**src/rtl/ifetch_pkg.sv**
```systemverilog
// Shared widths, reset defaults and entry/word types for the fetch unit and the instruction ROM.
package ifetch_pkg;
  localparam int IF_ADDR_W = 8;
  localparam int IF_DATA_W = 32;
  localparam logic [IF_ADDR_W-1:0] IF_RESET_PC  = 8'h00;
  localparam logic [IF_DATA_W-1:0] IF_HALT_WORD = 32'h0000_000D;

  typedef logic [IF_ADDR_W-1:0] addr_t;
  typedef logic [IF_DATA_W-1:0] data_t;

  typedef struct packed {
    data_t instr;
    addr_t pc;
  } ifb_entry_t;
endpackage

```
**src/rtl/ifetch_buf.sv**
```systemverilog
// Two-entry synchronous FIFO holding fetched {instr, pc} pairs; flush empties it in one edge.
module ifetch_buf import ifetch_pkg::*; #(
  parameter int W = $bits(ifb_entry_t)
) (
  input  logic         clk,
  input  logic         rst_n,
  input  logic         push,
  input  logic         pop,
  input  logic         flush,
  input  logic [W-1:0] din,
  output logic [1:0]   count,
  output logic [W-1:0] head
);
  logic [1:0][W-1:0] mem;
  logic              wr_ptr, rd_ptr;
  logic              do_push, do_pop;

  assign do_pop  = pop & (count != 2'd0);
  assign do_push = push & ((count != 2'd2) | do_pop);
  // Gate the head so an empty buffer never shows a stale entry.
  assign head    = (count != 2'd0) ? mem[rd_ptr] : '0;

  always_ff @(posedge clk) begin
    if (!rst_n || flush) begin
      wr_ptr <= 1'b0;
      rd_ptr <= 1'b0;
      count  <= 2'd0;
    end else begin
      if (do_push) wr_ptr <= ~wr_ptr;
      if (do_pop)  rd_ptr <= ~rd_ptr;
      count <= count + {1'b0, do_push} - {1'b0, do_pop};
    end
  end

  always_ff @(posedge clk) begin
    if (do_push) mem[wr_ptr] <= din;
  end
endmodule

```
**src/rtl/instr_fetch.sv**
```systemverilog
// Instruction fetch: PC, ROM address issue, redirect handling and a 2-deep decode buffer.
// Optional halt-on-HALT_WORD behaviour is enabled with `define IFETCH_HALT_EN.
module instr_fetch import ifetch_pkg::*; #(
  parameter int ADDR_W = IF_ADDR_W,
  parameter int DATA_W = IF_DATA_W,
  parameter logic [ADDR_W-1:0] RESET_PC = IF_RESET_PC
`ifdef IFETCH_HALT_EN
  , parameter logic [DATA_W-1:0] HALT_WORD = IF_HALT_WORD
`endif
) (
  input  logic              clk,
  input  logic              rst_n,
  output logic [ADDR_W-1:0] imem_addr,
  input  logic [DATA_W-1:0] imem_data,
  output logic              if_valid,
  input  logic              if_ready,
  output logic [DATA_W-1:0] if_instr,
  output logic [ADDR_W-1:0] if_pc,
  input  logic              redirect_valid,
  input  logic [ADDR_W-1:0] redirect_pc,
  output logic              halted
);
  typedef struct packed {
    logic [DATA_W-1:0] instr;
    logic [ADDR_W-1:0] pc;
  } entry_t;

  logic [ADDR_W-1:0] fetch_pc, req_pc;
  logic              inflight;
  logic [1:0]        count;
  logic [2:0]        occ;
  logic              pop, push, issue, halt_hit;
  entry_t            din, head;

  assign imem_addr = redirect_valid ? redirect_pc : fetch_pc;
  assign pop       = if_valid & if_ready;
  assign occ       = {1'b0, count} - {2'b0, pop} + {2'b0, inflight};
  // A redirect empties the buffer and kills the in-flight read, so it always has room.
  assign issue     = redirect_valid | (~halted & (occ < 3'd2));
  assign push      = inflight & ~redirect_valid;
  assign din       = {imem_data, req_pc};

  ifetch_buf #(.W($bits(entry_t))) u_buf (
    .clk   (clk),
    .rst_n (rst_n),
    .push  (push),
    .pop   (pop),
    .flush (redirect_valid),
    .din   (din),
    .count (count),
    .head  (head)
  );

  assign if_valid = (count != 2'd0);
  assign if_instr = head.instr;
  assign if_pc    = head.pc;

`ifdef IFETCH_HALT_EN
  assign halt_hit = push & (imem_data == HALT_WORD);

  always_ff @(posedge clk) begin
    if (!rst_n || redirect_valid) halted <= 1'b0;
    else if (halt_hit)            halted <= 1'b1;
  end
`else
  assign halt_hit = 1'b0;
  assign halted   = 1'b0;
`endif

  always_ff @(posedge clk) begin
    if (!rst_n) begin
      fetch_pc <= RESET_PC;
      req_pc   <= '0;
      inflight <= 1'b0;
    end else begin
      // A read issued on the same edge the halt word lands is dropped.
      inflight <= issue & ~halt_hit;
      if (issue) begin
        req_pc   <= imem_addr;
        fetch_pc <= imem_addr + 1'b1;
      end
    end
  end
endmodule

```
**config.mk**
```make
export PLATFORM = sky130hd
export DESIGN_NAME = instr_fetch
export DESIGN_NICKNAME = d
export VERILOG_FILES = /design/src/rtl/ifetch_pkg.sv /design/src/rtl/ifetch_buf.sv /design/src/rtl/instr_fetch.sv
export SDC_FILE = /design/constraint.sdc
export NUM_CORES = 1
export LEC_CHECK = 0
export BUFFER_PORTS_ARGS = -buffer_cell sky130_fd_sc_hd__buf_2
export CORE_ASPECT_RATIO = 1.2
export CORE_UTILIZATION = 48
export DETAILED_ROUTE_END_ITERATION = 16
export PLACE_DENSITY = 0.77
export REMOVE_ABC_BUFFERS = 1
export SLEW_MARGIN = 20
export SYNTH_ARGS = -nofsm -noshare
export SYNTH_HDL_FRONTEND = slang
export SYNTH_SLANG_ARGS = --single-unit
```
**constraint.sdc**
```tcl
create_clock -name clk -period 3.6 [get_ports clk]
set_input_delay 0.72 -clock clk [delete_from_list [all_inputs] [get_ports clk]]
set_output_delay 0.72 -clock clk [all_outputs]
set_load 0.05 [all_outputs]
```
==> run metrics <==
status finished clean; Layout area overhead 18.0%; pre-CTS WS 0.819 ns; Avg Cell Area, Syn 13.9 um2; fin crit share 75.1%; Hold Slack 0.473 ns; TritonRoute pass-1 iters 4; worst-skew pair later-pin latency 0.35 ns; WL met3 339 um; min Tclk post-route 2.70 ns; Post-Place Cells 500; setup ws final 0.897 ns; pwr/cell area 493 nW/um2; synthesized area 4210 um2; FP Rows 37; Clock power frac 28.4%; htree depth 3; CTS clk-pin slew, worst paths 0.09 ns; Tightest Pin Transition 0.773 ns; Max-Cap Viols 0; Vias 2604; Int Pwr 1.77 mW; Crit. End Element primary output; Fin. Hold Viols 0; worst vdd ir 0.257 mV; Worst Hold Launch req_pc[0]$_SDFFE_PN0P_; Mapped Cells 303; vias in the first global route 2576; gr usage total 16.8%; hold_buf cts 0; initial DRC count 123; Crit path largest cell delay 0.84 ns; largest net degree at the start of global routing 41; routability cong. 0.792; Post-synth EDFFs 80; initial core utilization 49.2%; initial antenna violation count 0; root buffer cell clkbuf_8; Final Max Tran Viols 0; CTS buffer count 9; antenna cells 0; Reg power frac 55.7%; Worst EP required 2.88 ns; Net count, final 443; top sig layer met4; Pleak 1.93 nW; Port Buffers 92; residual DRC count 0; Top FF cell, synth edfxtp_1; core box area 8560 um2; ys async rst share 0%; # Post-CTS Setup Buffers 0; M1 WL 3.22 mm; first-pass GRT wire length 11.7 mm; crit path DAT 1.98 ns; Yosys cell types 37; CP max stage cell dfxtp_2; Bufs on Longest Clock Path 2; Slew headroom 48.5%; Layout Utilization 58.0%; Pwr Total 2.45 mW; Antenna Nets Post-Route 0; Placed Area 4780 um2; CTS tree built; post-CTS resize count 0; Sw Share 27.8%; crit-path cells buf_12 -> mux2i_1 -> nor2_1 -> buf_2; Routed WL per cell 14.5 um; sequential share of the synthesized area 67.0%; RSZ-0062 raised after global routing no; r2r startpoint u_buf.count[1]$_SDFF_PP0_; NetSw 680 uW; critical path type flop to primary output; design area 4970 um2; HP Class flop to flop; Clock Skew 0.0114 ns; Setup violations, final 0; Congestion Overflow GR 0; IO Pins 94; Logic pwr share 16.0%; setup TNS 0 ns; WL met2 3.83 mm; number of clock sinks 101; Ys Warns 0; CP Max Fanout 23; fmax 370 MHz; Yosys reg bits 101; final wirelength 7.46 mm; Avg Vias per Cell 5.06; crit path from u_buf.rd_ptr$_SDFFE_PP0P_; Non-Filler Instances 515; die width 87.5 um; Detailed Place HPWL 5.17 mm; layout cells sized above 1 32.2%; Die Height 105 um; die footprint 9160 um2; kind of start point of the critical path flop
## Yosys cell counts, types with 5 or more instances
| library cell | number | area [um2] |
|---|---|---|
| edfxtp_1 | 80 | 2400 |
| nor2_1 | 52 | 195 |
| mux2i_1 | 49 | 490 |
| dfxtp_1 | 21 | 420 |
| inv_1 | 13 | 48.8 |
| nand2_1 | 9 | 33.8 |
| xnor2_1 | 9 | 78.8 |
| clkbuf_1 | 7 | 26.3 |
| nand4_1 | 5 | 31.3 |
## sequential cells by signal, summed over array words and instances, names as in the netlist
register      count
fetch_pc          8
u_buf.mem        80
req_pc            8
inflight          1
u_buf.rd_ptr      1
u_buf.wr_ptr      1
u_buf.count       2
## final cells by class
type	instances	area [um2]
clock inverter	6	71.3
sequential	101	2820
clock buffer	9	124
inverter	13	48.8
timing repair buffer	97	510
tap	117	146
multi-input combinational	172	1250
fill	692	3590
## power by group through the flow
stage / clock network (mW) / registers (mW) / logic [mW]
2_1_floorplan: 0 / 1.38 / 0.283
3_3_place_gp: 0 / 1.39 / 0.386
3_5_place_dp: 0 / 1.39 / 0.394
4_1_cts: 0.711 / 1.36 / 0.396
5_1_grt: 0.757 / 1.37 / 0.424
6_report: 0.695 / 1.36 / 0.391
## final timing paths
| path | endpoint | slack (ns) | cells past startpoint |
|---|---|---|---|
| min | u_buf.mem[0]$_DFFE_PP_ | 0.47 | 0 |
| max | if_instr[31] | 0.90 | 4 |
| min reg2reg | u_buf.mem[0]$_DFFE_PP_ | 0.47 | 0 |
| max reg2reg | req_pc[5]$_SDFFE_PN0P_ | 1.10 | 11 |
## layout by cell type, fill, tap and decap left out, types with 3 or more instances in the layout
master	count
a211oi_2	4
buf_2	92
buf_4	4
clkbuf_8	9
dfxtp_1	20
edfxtp_1	80
ha_1	4
inv_1	13
mux2_2	3
mux2i_1	49
nand2_1	9
nand3_1	4
nand4_1	5
nor2_1	51
nor2_2	4
o22ai_1	3
xnor2_1	9
## worst max-delay path: cells and delay by family, from the launching register on
| kind | cells | cell delay (ns) |
|---|---|---|
| buffers and inverters | 2 | 0.50 |
| flip-flops | 1 | 0.84 |
| multiplexers | 1 | 0.21 |
| AND/OR/NAND/NOR | 1 | 0.07 |
## per-layer routing
layer	global-route usage, %	up-vias
met5	0	-
met4	4.57	0
met3	4.11	8
met2	30.5	82
met1	19.3	1247
li1	-	1267
## logic make-up after synthesis
| group | synth area share, % |
|---|---|
| compound gates | 3.86 |
| xor+xnor | 2.08 |
| fa+ha+maj | 1.66 |
| buf+inv | 3.80 |
| flops | 67.0 |
| mux | 12.4 |
| other cells | 0.0890 |
| simple gates | 9.06 |
Power figures use the tool's default switching activity.
